--- src/rtl/pc_sequencer.sv ---
// Program-counter sequencer: registered fetch address with seq/branch/jump/return selection
// and a circular return-address stack that overwrites its oldest entry when full.
module pc_sequencer #(
  parameter int ADDR_W     = 32,
  parameter int OFF_W      = 16,
  parameter int INSN_BYTES = 4,
  parameter logic [ADDR_W-1:0] RESET_VEC = '0,
  parameter int RAS_DEPTH  = 4
) (
  input  logic              CLK_in,
  input  logic              Start_en,
  input  logic              Halt_en,
  input  logic [1:0]        Next_sel,
  input  logic [OFF_W-1:0]  Offset_in,
  input  logic [ADDR_W-1:0] Target_in,
  input  logic              Push_en,
  output logic [ADDR_W-1:0] Address_out,
  output logic [ADDR_W-1:0] Seq_out,
  output logic              Ras_empty,
  output logic              Ras_full,
  output logic              Ras_err
);

  localparam int SH = $clog2(INSN_BYTES);
  localparam int PW = $clog2(RAS_DEPTH);
  localparam int CW = $clog2(RAS_DEPTH) + 1;

  typedef enum logic [1:0] {SEL_SEQ = 2'b00, SEL_BR = 2'b01, SEL_JMP = 2'b10, SEL_RET = 2'b11} sel_e;

  logic [ADDR_W-1:0] pc_q, pc_d;
  logic [PW-1:0]     top_q, top_d;
  logic [CW-1:0]     cnt_q, cnt_d;
  logic              err_q, err_d;
  logic [ADDR_W-1:0] ras_q [RAS_DEPTH];

  logic              ras_we;
  logic [PW-1:0]     ras_waddr;
  logic [ADDR_W-1:0] seq_addr, br_addr, jmp_addr, off_ext;
  logic              is_pop, is_push, empty, full;
  sel_e              sel;

  assign sel      = sel_e'(Next_sel);
  assign seq_addr = pc_q + ADDR_W'(INSN_BYTES);
  assign off_ext  = ADDR_W'($signed(Offset_in));
  assign br_addr  = seq_addr + (off_ext << SH);
  assign jmp_addr = Target_in & ~ADDR_W'(INSN_BYTES - 1);
  assign empty    = (cnt_q == '0);
  assign full     = (cnt_q == CW'(RAS_DEPTH));
  assign is_pop   = (sel == SEL_RET);
  assign is_push  = Push_en;

  always_comb begin
    pc_d      = pc_q;
    top_d     = top_q;
    cnt_d     = cnt_q;
    err_d     = 1'b0;
    ras_we    = 1'b0;
    ras_waddr = top_q;
    if (!Halt_en) begin
      case (sel)
        SEL_SEQ: pc_d = seq_addr;
        SEL_BR:  pc_d = br_addr;
        SEL_JMP: pc_d = jmp_addr;
        SEL_RET: pc_d = empty ? seq_addr : ras_q[top_q];
        default: pc_d = seq_addr;
      endcase
      if (is_push && is_pop && !empty) begin
        // Call-through-return: the popped slot is reused for the new return address.
        ras_we    = 1'b1;
        ras_waddr = top_q;
      end else if (is_push) begin
        ras_we    = 1'b1;
        ras_waddr = top_q + PW'(1);
        top_d     = top_q + PW'(1);
        if (full) err_d = 1'b1;
        else      cnt_d = cnt_q + CW'(1);
        if (is_pop) err_d = 1'b1;
      end else if (is_pop) begin
        if (empty) begin
          err_d = 1'b1;
        end else begin
          top_d = top_q - PW'(1);
          cnt_d = cnt_q - CW'(1);
        end
      end
    end
  end

  always_ff @(posedge CLK_in or negedge Start_en) begin
    if (!Start_en) begin
      pc_q  <= RESET_VEC;
      top_q <= '0;
      cnt_q <= '0;
      err_q <= 1'b0;
    end else begin
      pc_q  <= pc_d;
      top_q <= top_d;
      cnt_q <= cnt_d;
      err_q <= err_d;
    end
  end

  // Stack contents are don't-care after reset, so the storage carries no reset.
  always_ff @(posedge CLK_in) begin
    if (ras_we) ras_q[ras_waddr] <= seq_addr;
  end

  assign Address_out = pc_q;
  assign Seq_out     = seq_addr;
  assign Ras_empty   = empty;
  assign Ras_full    = full;
  assign Ras_err     = err_q;

endmodule
--- config.mk ---
export PLATFORM = sky130hd
export DESIGN_NAME = pc_sequencer
export DESIGN_NICKNAME = d
export VERILOG_FILES = /design/src/rtl/pc_sequencer.sv
export SDC_FILE = /design/constraint.sdc
export NUM_CORES = 1
export LEC_CHECK = 0
export ABC_CLOCK_PERIOD_IN_PS = 4200
export BUFFER_PORTS_ARGS = -buffer_cell sky130_fd_sc_hd__buf_2
export CORE_UTILIZATION = 53
export CTS_CLUSTER_SIZE = 40
export DETAILED_ROUTE_END_ITERATION = 8
export PLACE_DENSITY = 0.77
export RECOVER_POWER = 50
export SYNTH_ARGS = -nofsm -noshare
export SYNTH_HDL_FRONTEND = slang
export SYNTH_SLANG_ARGS = --single-unit
--- constraint.sdc ---
create_clock -name CLK_in -period 4.2 [get_ports CLK_in]
set_clock_uncertainty 0.05 [all_clocks]
set_input_delay 0 -clock CLK_in [delete_from_list [all_inputs] [get_ports CLK_in]]
set_output_delay 0 -clock CLK_in [all_outputs]
set_load 0.1 [all_outputs]
Yosys cells after proc, flatten, opt, wreduce, memory -nomap -nowiden
Memories as Yosys holds them, arrays and structs flattened.
Cells that the tools add are included.
- add/sub/neg operators: 6
- equal/unequal tests: 6
- mux-type cells: 24
- bitwise operators: 2
- reductions and logical operators: 8
- operators by type and width (cell ; count):
    $pmux W32 S4 ; 1
    $add A32 B3 Y32 const B ; 1
    $add A32 B32 Y32 ; 1
    $mux W32 ; 1
    $mux W1 ; 12
    $mux W2 ; 6
    $mux W3 ; 4
    $reduce_and A5 Y1 ; 1
    $eq A2 B2 Y1 const B ; 2
    $ne A2 B2 Y1 const B ; 2
    $reduce_and A4 Y1 ; 1
    $add A3 B1 Y3 const B ; 1
    $eq A3 B3 Y1 const B ; 1
    $logic_not A3 Y1 ; 1
    $sub A3 B1 Y3 const B ; 1
    $add A2 B1 Y2 const B ; 1
    $eq A2 B1 Y1 const B ; 1
    $logic_and A1 B1 Y1 ; 2
    $logic_not A2 Y1 ; 1
    $not A1 Y1 ; 2
    $reduce_bool A2 Y1 ; 1
    $sub A2 B1 Y2 const B ; 1
    $logic_not A1 Y1 ; 1
- register bits: 38
- bits in writable memories: 128
- input port bits: 54
- output and inout port bits: 67
- logic and storage cells: 51
- memories: 1
- memories (name ; words ; bits a word ; read ports ; clocked after Yosys merged registers in ; wr ports ; RTL line ; RTL):
    ras_q ; 4 ; 32 ; 1 ; 0 ; 1 ; 34 ; logic [ADDR_W-1:0] ras_q [RAS_DEPTH];

Depth between registers and ports, before layout
- word-level depth: 7
- mapped depth: 16

Least setup slack after synthesis
Ideal clock, no wire load.
- path type: register to register
- start point: register pc_q[4] (netlist: Address_out[4])
- end point: register pc_q[24] (netlist: Address_out[24])
- arrival: 6.079 ns
- slack: -1.996 ns
- cell stages (with the launch flop): 16
- cells stage by stage: dfrtp_1 nand3_1 nor4_1 and3_1 and3_1 and3_1 xor2_1 ha_1 clkbuf_1 nand4_1 nor2_1 a211oi_1 o31a_1 o21ai_0 or4b_2 nand2_1
- word-level cells in the longest chain between the ends: 3
- RTL lines (what ; RTL line ; RTL):
    from (decl) ; 30 ; logic [ADDR_W-1:0] pc_q, pc_d;
    from (signal assigned) ; 96 ; pc_q <= pc_d;
    $add A32 B3 Y32 ; 43 ; assign seq_addr = pc_q + ADDR_W'(INSN_BYTES);
    net Seq_out[19] ; 18 ; output logic [ADDR_W-1:0] Seq_out,
    $add A32 B32 Y32 ; 45 ; assign br_addr = seq_addr + (off_ext << SH);
    $pmux W32 S4 ; 60 ; case (sel)
The timed path passes the listed nets, and every way through them passes these cells.
A chain may end at the register's enable or synchronous reset.

Final worst setup path
- start point: register pc_q[7] (netlist: Address_out[7])
- end point: register pc_q[28] (netlist: Address_out[28])
- word-level cells in the longest chain between the ends: 3
- RTL lines (what ; RTL line):
    $add A32 B3 Y32 (*) ; 43
    $add A32 B32 Y32 / $mux W32 (equally long branches) ; 45, 64
    $pmux W32 S4 (*) ; 60
Every way passes the cells marked *; elsewhere a longest branch is shown, timed or not.

==> flow_metrics.env <==
export IMPL_core_area_mm2=0.0179
export IMPL_clk_pin_slew_worst_paths_ps=70
export IMPL_drive_gt1_share_pct=22.4
export IMPL_place_worst_setup_slack_ps=149
export IMPL_worstHoldStart="Target_in[5]"
export IMPL_end_kind="flip-flop"
export IMPL_synth_edf_count=128
export IMPL_slew_violations=39
export IMPL_ant_nets=0
export IMPL_drc=0
export IMPL_yosysSeqAreaShare_pct=49.6
export IMPL_vias=8002
export IMPL_fmax_mhz=248
export IMPL_rsz0062_at_grt="yes"
export IMPL_hpwl_mm=19.2
export IMPL_period_share_pct=96.0
export IMPL_grt_pass1_vias=7895
export IMPL_ys_types=66
export IMPL_status="finished with violations"
export IMPL_tightest_slew_ps=2480
export IMPL_layout_common_cells="edfxtp_1 (128), buf_2 (77), nand2_1 (76)"
export IMPL_total_power_mw=9.78
export IMPL_rr_worst_depth=14
export IMPL_routed_wl_mm=28.3
export IMPL_cts_setup_buffers=0
export IMPL_timing_hold_ws_ps=0.707
export IMPL_stdcell_area_mm2=0.0117
export IMPL_postPlaceCellArea_mm2=0.0112
export IMPL_p_int_mw=4.72
export IMPL_synth_ff_type="edfxtp_1"
export IMPL_gp_congestion=0.990
export IMPL_grt_use_total_pct=31.7
export IMPL_clkPwrFrac_pct=16.2
export IMPL_seqPwrFrac_pct=28.1
export IMPL_min_period_ps=4030
export IMPL_antenna_found_initial=0
export IMPL_synth_area_mm2=0.00967
export IMPL_p_per_area_mw_per_mm2=839
export IMPL_cts_buffers=17
export IMPL_dp_cells=1194
export IMPL_arrival_ps=4340
export IMPL_setup_slack_ps=168
export IMPL_whs_endpoint="Address_out[5]$_DFFE_PN0N_"
export IMPL_drt_wirelength_per_cell_um=22.8
export IMPL_switchingPower_mw=5.06
export IMPL_ios=121
export IMPL_leakagePower_nw=4.34
export IMPL_pwr_share_comb_pct=55.7
export IMPL_path_class="flip-flop to flip-flop"
export IMPL_worst_setup_path_start_kind="flip-flop"
export IMPL_ir_worst_vdd_mv=0.838
export IMPL_cts_sinks=166
export IMPL_grt_pass1_wl_mm=43.9
export IMPL_final_net_count=1092
export IMPL_drtIter0Drc=878
export IMPL_cp_max_fo=7
export IMPL_cts_tree="done"
export IMPL_antenna_cells=0
export IMPL_design_die_area_mm2=0.0188
export IMPL_slew_headroom_pct=-65.1
export IMPL_timing_rr_end="Address_out[28]$_DFFE_PN0N_"
export IMPL_yosys_warnings=0
export IMPL_required_ps=4510
export IMPL_clockBufferDepth=2
export IMPL_row_count=49
export IMPL_synth_area_per_cell_um2=11.1
export IMPL_stdcell_count=1238
export IMPL_first_pass_iters=5
export IMPL_r2r_start="Address_out[7]$_DFFE_PN0N_"
export IMPL_violations="max-capacitance violations, max-slew violations"
export IMPL_htreeDepth=4
export IMPL_area_delta_synth_final_pct=20.5
export IMPL_finalSetupViolCount=0
export IMPL_fin_util_pct=65.1
export IMPL_hold_viol=0
export IMPL_drv_cap=1
export IMPL_synth_cells=875
export IMPL_hp_class="input port to flip-flop"
export IMPL_viasPerCell=6.46
export IMPL_grt_overflow=0
export IMPL_insertion_delay_ps=440
export IMPL_startpoint="Address_out[7]$_DFFE_PN0N_"
export IMPL_layout_commonest_cell="edfxtp_1"
export IMPL_die_width_um=137
export IMPL_numPortBuffers=118
export IMPL_grt_max_degree=63
export IMPL_synthArstFlopShare_pct=22.9
export IMPL_setup_tns_final_ps=0
export IMPL_switching_share_pct=51.8
export IMPL_synth_ff_latch_count=166
export IMPL_die_h_um=137
export IMPL_syn_nets=970
export IMPL_holdPathStages=5
export IMPL_start_util_pct=54.0
export IMPL_ctsRootBufferMaster="clkbuf_16"
export IMPL_ff2ff_setup_slack_ps=170
## sequential cells by signal, indices dropped and copies added (netlist names)
register / count
ras_q: 128
Address_out: 32
cnt_q: 3
top_q: 2
Ras_err: 1
## cells in the mapped netlist, types with 4 or more instances
master	n	share of area [%]
and4_1	4	0.36
edfxtp_1	128	40
and3_1	15	0.97
a31oi_1	14	0.91
nor2b_1	8	0.52
mux4_2	34	7.9
inv_1	32	1.2
ha_1	39	5.0
a21o_1	12	0.93
nand2b_1	9	0.58
a22oi_1	6	0.47
and2_1	8	0.52
nor3b_1	5	0.39
buf_1	6	0.23
nor3_1	12	0.62
nand2_1	76	2.9
a22o_1	4	0.36
nand4_1	14	0.91
a211oi_1	6	0.47
xor2_1	19	1.7
nand3_1	42	2.2
nor2_1	58	2.3
xnor2_1	34	3.1
o22ai_1	5	0.32
dfrtp_1	38	9.8
clkbuf_1	38	1.5
o211ai_1	6	0.47
a21oi_1	63	3.3
o21ai_0	70	3.6
## layout make-up
cell class | instances | area (um^2)
tap | 229 | 287
clock buffer | 19 | 433
inverter | 32 | 120
clock inverter | 12 | 151
fill | 1380 | 6250
multi-input combinational | 628 | 4950
timing repair buffer | 152 | 845
sequential | 166 | 4870
## worst max-delay path: stages (launching register included)
cell,delay (ps)
dfrtp_4,520
and3_1,220
and3_1,280
and3_1,230
xnor2_1,170
inv_1,150
ha_1,380
nand2_1,80
o21ai_1,240
a221o_1,230
a41oi_4,70
o31a_1,410
o311a_1,390
or4_1,410
a31oi_1,140
## repair_timing
item / 4_1_cts / 5_1_grt
endpoints found under the hold margin: 50 / 0
resized for setup: 0 / 7
hold buffers: 13 / 0
endpoints found under the setup margin: 0 / 6
## layer usage
layer / global-route usage [%] / share of wire [%] / vias to the layer above
li1: - / - / 3558
met1: 41.3 / 39 / 3953
met2: 51.7 / 49 / 402
met3: 5.56 / 7.6 / 89
met4: 14.9 / 4.0 / 0
met5: 0 / 0 / -
## worst max path at each step
stage                                   to  slack [ps]  cells after the start
2_1_floorplan  Address_out[31]$_DFFE_PN0N_        -120                     16
3_3_place_gp   Address_out[31]$_DFFE_PN0N_         230                     14
3_5_place_dp   Address_out[31]$_DFFE_PN0N_         150                     14
4_1_cts        Address_out[31]$_DFFE_PN0N_          70                     14
5_1_grt        Address_out[29]$_DFFE_PN0N_         -30                     14
6_report       Address_out[28]$_DFFE_PN0N_         170                     14
## logic make-up after synthesis
| kind of cell | Yosys count | share of synthesized area (%) |
|---|---|---|
| and+or+nand+nor | 265 | 13.3 |
| buffers and inverters | 81 | 3.26 |
| adders and majority gates | 41 | 5.46 |
| xor gates and xnor gates | 53 | 4.80 |
| AOI/OAI and AO/OA | 232 | 15.3 |
| DFF | 166 | 49.6 |
| muxes | 37 | 8.27 |
## power by group through the flow
stage	Clock (mW)	Combinational, mW	Sequential, mW
after detailed placement	0	5.46	2.79
after CTS	1.60	5.51	2.76
after global placement	0	5.40	2.77
after global routing	1.66	5.76	2.79
final	1.59	5.45	2.74
after floorplan	0	3.55	3.60
(Power assumes the default switching activity.)
